===== src/rtl/bit_serial_adder_if.sv =====
// rtl/bit_serial_adder_if.sv - start/busy/done handshake and operand/result bus for bit_serial_adder
interface bit_serial_adder_if #(
    parameter int WIDTH = 8
);
    logic             start;
    logic [WIDTH-1:0] a_in;
    logic [WIDTH-1:0] b_in;
    logic             busy;
    logic             done;
    logic [WIDTH-1:0] sum;
    logic             cout;

    modport master (
        output start, a_in, b_in,
        input  busy, done, sum, cout
    );

    modport slave (
        input  start, a_in, b_in,
        output busy, done, sum, cout
    );
endinterface


===== src/rtl/bit_serial_adder.sv =====
// rtl/bit_serial_adder.sv - bit-serial N-bit adder, LSB first, one bit per clock
module bit_serial_adder #(
    parameter int WIDTH = 8,
    parameter int CNT_W = $clog2(WIDTH + 1)
) (
    input  logic                 clk,
    input  logic                 rst,
    bit_serial_adder_if.slave    bus
);

    typedef enum logic [1:0] {
        IDLE = 2'd0,
        ADD  = 2'd1,
        DONE = 2'd2
    } state_t;

    state_t           state;
    state_t           state_next;

    logic [WIDTH-1:0] sa;
    logic [WIDTH-1:0] sb;
    logic [WIDTH-1:0] sr;
    logic [WIDTH-1:0] sr_next;
    logic [WIDTH-1:0] sum_q;
    logic             cout_q;
    logic             carry;
    logic             carry_next;
    logic [CNT_W-1:0] cnt;

    logic             ha_sum;
    logic             ha_carry;
    logic             bit_s;
    logic             accept;
    logic             last_bit;

    // Half-adder on the current LSBs, extended with the registered carry-in
    always_comb begin
        ha_sum     = sa[0] ^ sb[0];
        ha_carry   = sa[0] & sb[0];
        bit_s      = ha_sum ^ carry;
        carry_next = ha_carry | (carry & ha_sum);
        sr_next             = sr >> 1;
        sr_next[WIDTH-1]    = bit_s;
    end

    // A new operation can begin from IDLE or straight out of DONE
    assign accept   = bus.start && ((state == IDLE) || (state == DONE));
    assign last_bit = (cnt == CNT_W'(WIDTH - 1));

    // State register
    always_ff @(posedge clk or posedge rst) begin
        if (rst) begin
            state <= IDLE;
        end else begin
            state <= state_next;
        end
    end

    // Next-state logic
    always_comb begin
        state_next = state;
        case (state)
            IDLE: begin
                if (bus.start) begin
                    state_next = ADD;
                end
            end
            ADD: begin
                if (last_bit) begin
                    state_next = DONE;
                end
            end
            DONE: begin
                if (bus.start) begin
                    state_next = ADD;
                end else begin
                    state_next = IDLE;
                end
            end
            default: state_next = IDLE;
        endcase
    end

    // Operand capture, serial shifting, carry feedback and result publication
    always_ff @(posedge clk or posedge rst) begin
        if (rst) begin
            sa     <= '0;
            sb     <= '0;
            sr     <= '0;
            carry  <= 1'b0;
            cnt    <= '0;
            sum_q  <= '0;
            cout_q <= 1'b0;
        end else if (accept) begin
            sa    <= bus.a_in;
            sb    <= bus.b_in;
            carry <= 1'b0;
            cnt   <= '0;
        end else if (state == ADD) begin
            sa    <= sa >> 1;
            sb    <= sb >> 1;
            sr    <= sr_next;
            carry <= carry_next;
            cnt   <= cnt + CNT_W'(1);
            // Final bit: publish the completed result; sum/cout stay frozen otherwise
            if (last_bit) begin
                sum_q  <= sr_next;
                cout_q <= carry_next;
            end
        end
    end

    assign bus.busy = (state == ADD);
    assign bus.done = (state == DONE);
    assign bus.sum  = sum_q;
    assign bus.cout = cout_q;

endmodule


===== src/flat_wrapper.sv =====
// flat-port wrapper written by rule: the top's interface ports become plain ports
module bit_serial_adder_flat 
#(
    parameter int WIDTH = 8,
    parameter int CNT_W = $clog2(WIDTH + 1)
)
  (clk, rst, bus_start, bus_a_in, bus_b_in, bus_busy, bus_done, bus_sum, bus_cout);
  bit_serial_adder_if #(.WIDTH(WIDTH)) bus_i ();
  input  logic clk;
  input  logic rst;
  input wire logic [$bits(bus_i.start)-1:0] bus_start;
  input wire logic [$bits(bus_i.a_in)-1:0] bus_a_in;
  input wire logic [$bits(bus_i.b_in)-1:0] bus_b_in;
  output wire logic [$bits(bus_i.busy)-1:0] bus_busy;
  output wire logic [$bits(bus_i.done)-1:0] bus_done;
  output wire logic [$bits(bus_i.sum)-1:0] bus_sum;
  output wire logic [$bits(bus_i.cout)-1:0] bus_cout;
  assign bus_i.start = bus_start;
  assign bus_i.a_in = bus_a_in;
  assign bus_i.b_in = bus_b_in;
  assign bus_busy = bus_i.busy;
  assign bus_done = bus_i.done;
  assign bus_sum = bus_i.sum;
  assign bus_cout = bus_i.cout;
  bit_serial_adder #(.WIDTH(WIDTH), .CNT_W(CNT_W)) u_core (.clk(clk), .rst(rst), .bus(bus_i));
endmodule

===== config.mk =====
export PLATFORM = sky130hd
export DESIGN_NAME = bit_serial_adder_flat
export DESIGN_NICKNAME = d
export VERILOG_FILES = /design/src/rtl/bit_serial_adder_if.sv /design/src/rtl/bit_serial_adder.sv /design/src/flat_wrapper.sv
export SDC_FILE = /design/constraint.sdc
export NUM_CORES = 1
export LEC_CHECK = 0
export ABC_CLOCK_PERIOD_IN_PS = 2300
export CORE_MARGIN = 2
export CORE_UTILIZATION = 55
export DETAILED_ROUTE_END_ITERATION = 10
export GPL_TIMING_DRIVEN = 0
export PLACE_DENSITY = 0.8
export SLEW_MARGIN = 25
export SYNTH_ARGS = -nofsm -noshare
export SYNTH_HDL_FRONTEND = slang
export SYNTH_SLANG_ARGS = --single-unit

===== constraint.sdc =====
create_clock -name clk -period 2.3 [get_ports clk]
set_input_delay 0.69 -clock clk [delete_from_list [all_inputs] [get_ports clk]]
set_output_delay 0.69 -clock clk [all_outputs]
set_load 0.01 [all_outputs]

==> summary.txt <==
setup bufs post-CTS: 0
diode count: 0
Die Footprint: 0.00340 mm^2
CP Capture Type: output port
Buffers on Ports: 29
Worst Setup SP: u_core.state[1]$_DFFE_PP0P_
# Max-Cap Violations: 0
Critical Path Fanout Max: 19
status: finished, final reports clean
TritonCTS Buffers: 5
post-synth net total: 173
number of synthesized flops with an enable pin: 0
DR WL/cell: 15.6 um
CP Capture Point: bus_busy
RSZ-0062 raised after global routing: no
Ys Warns: 0
H-tree depth: 2
global-route wire length before repair: 5.69 mm
GRT Resource Usage Total: 22.3%
R2R depth: 4
ys flop type: dfrtp_1
CP arrival: 1510 ps
placed insts: 212
peak supply drop: 0.00114 V
drc violations: 0
register area: 976 um^2
via count: 1239
worst-margin pin slew: 786 ps
post-synthesis cell area: 0.00162 mm^2
GRT overflow: 0
I/O pins: 30
Final Util: 73.7%
Pleak: 0.937 nW
top post-synthesis cells by area: dfrtp_1 60%, nand2_1 9.0%, mux2_2 6.9%
nets: 208
Pwr Density: 1400 mW/mm^2
Critical Path RT: 1610 ps
reg-to-reg setup timing slack: 610 ps
die height: 58.3 um
initial antenna violation count: 0
share of cells above drive strength 1: 12.8%
final hold violations: 0
vias in the first global route: 1212
multi-input logic area: 592 um^2
r2r startpoint: u_core.cnt[0]$_DFFE_PP0P_
Yosys cell types: 24
root buffer cell: clkbuf_4
Reg clk slew, reported paths: 110 ps
CTS tree: built
Worst setup SP type: flop
r2r endpoint: u_core.bus.sum[6]$_DFFE_PP0P_
P&R area growth vs syn: 26.2%
Setup violations, final: 0
Synth Register Bits: 39
Core ar.: 0.00278 mm^2
Layout fillers: 213
most frequent cells after synthesis: 39 x dfrtp_1, 39 x nand2_1, 10 x mux2_2
drt via density: 5.66
pin count of the biggest net entering global routing: 40
Setup TNS: 0 ps
Initial Utilization: 58.4%
kind of critical path: flop to output port
Mean Syn Cell Area: 10.7 um^2
post-synth top area cell: dfrtp_1
Final Non-Filler Cells: 219
fin crit share: 95.5%
worst skew pair latency: 340 ps
drt initial violations: 54
Final Max Tran Viols: 0
cts hold-fix bufs: 0
post-synthesis async set-or-reset flop share: 100%
Sink Count: 39
# rows: 19
relative slew slack: 47.5%
Yosys top cell area share: 60.1%
sequential fraction of the synthesis area: 60.1%
Pre-antenna DRT Iters: 4
Clock Tree Buf Depth: 2
Gate Count Post-Synth: 152
Hold Crit Class: flop to flop
Die W: 58.3 um
WL final: 3.42 mm
f_max: 0.455 GHz
post-route ant nets: 0
HPWL after detailed placement: 2.37 mm
fin crit period: 2200 ps
Clock Skews: 7.26 ps
GPL Wtd Cong: 0.828
## worst max-delay path, stage by stage, from the launching register on
cell and delay [ps]:
dfrtp_1 390, nand2b_1 150, buf_6 140, inv_2 90, buf_12 150, clkdlybuf4s15_1 250
## report_power, final
group	total (W)	switching (W)	internal, W
combinational	0.00119	0.000610	0.000581
sequential	0.00120	0.000197	0.000998
clock	0.000474	0.000218	0.000257
total	0.00286	0.00102	0.00184
## worst min-delay path by stage
stage	cells past startpoint	slack, ps	start	end
detailed placement	2	460	u_core.sr[1]$_DFFE_PP0P_	u_core.sr[1]$_DFFE_PP0P_
global route	2	510	u_core.sr[1]$_DFFE_PP0P_	u_core.sr[1]$_DFFE_PP0P_
finish	2	490	u_core.sr[1]$_DFFE_PP0P_	u_core.sr[1]$_DFFE_PP0P_
floorplan	2	440	u_core.sr[1]$_DFFE_PP0P_	u_core.sr[1]$_DFFE_PP0P_
global placement	2	460	u_core.sr[1]$_DFFE_PP0P_	u_core.sr[1]$_DFFE_PP0P_
CTS	2	490	u_core.sr[1]$_DFFE_PP0P_	u_core.sr[1]$_DFFE_PP0P_
## registers in the layout, summed over array words and instances (netlist names)
signal	count
u_core.bus.cout	1
u_core.bus.sum	8
u_core.carry	1
u_core.cnt	4
u_core.sa	8
u_core.sb	8
u_core.sr	7
u_core.state	2
## metal layers
metal | GRT usage, % | vias to the layer above | wire length, um
li1 | - | 589 | -
met1 | 30.5 | 616 | 1540
met2 | 35.6 | 32 | 1680
met3 | 6.59 | 2 | 188
met4 | 4.98 | 0 | 8
met5 | 0 | - | 0
## cell families after synthesis
family	count (synthesis)	share of synthesized area, %
and+or+nand+nor	67	18.1
DFF	39	60.1
AOI/OAI and AO/OA	20	8.17
buffers and inverters	12	3.47
muxes	12	8.17
adders and majority gates	2	2.00
## layout make-up
class	count	share of cell area (%)
timing repair buffer	29	14.2
clock inverter	2	1.71
buffer	9	2.87
clock buffer	6	2.50
tap	31	1.89
sequential	39	47.6
inverter	2	0.366
multi-input combinational	101	28.9
## layout by cell type (no fill, tap or decap)
cell type and n:
dfrtp_1 39, nor3_1 6, clkbuf_4 5, and2b_1 1
clkbuf_1 6, nor3_4 1, o22ai_1 6, clkdlybuf4s15_1 1
a22oi_1 6, mux2i_1 2, nand2b_1 2, o21ai_0 2
inv_2 2, clkdlybuf4s50_1 28, nor2_1 9, mux2_2 10
nand3_1 7, a31oi_1 2, fa_1 1, a21oi_1 2
bufinv_16 1, nand4_1 1, buf_2 1, nand2_1 39
ha_1 1, clkinv_2 1, clkbuf_8 1, buf_6 1
a22o_1 2, buf_12 1, nor2b_1 1
## what timing repair did
item / 4_1_cts / 5_1_grt
resized for setup: 4 / 3
pin swaps: 0 / 0
endpoints found under the setup margin: 1 / 1
## stage by stage
| step | total power, W | hold slack [ps] | area (um^2) | worst slack [ps] |
|---|---|---|---|---|
| 4_1_cts | 0.00286 | 487 | 2040 | 3.95 |
| 2_1_floorplan | 0.00194 | 440 | 1620 | 540 |
| 3_3_place_gp | 0.00231 | 456 | 1950 | -156 |
| 5_1_grt | 0.00307 | 508 | 2050 | 11.7 |
| 6_report | 0.00286 | 487 | 2050 | 104 |
| 3_5_place_dp | 0.00238 | 460 | 1950 | -209 |
(Power assumes the default switching activity.)
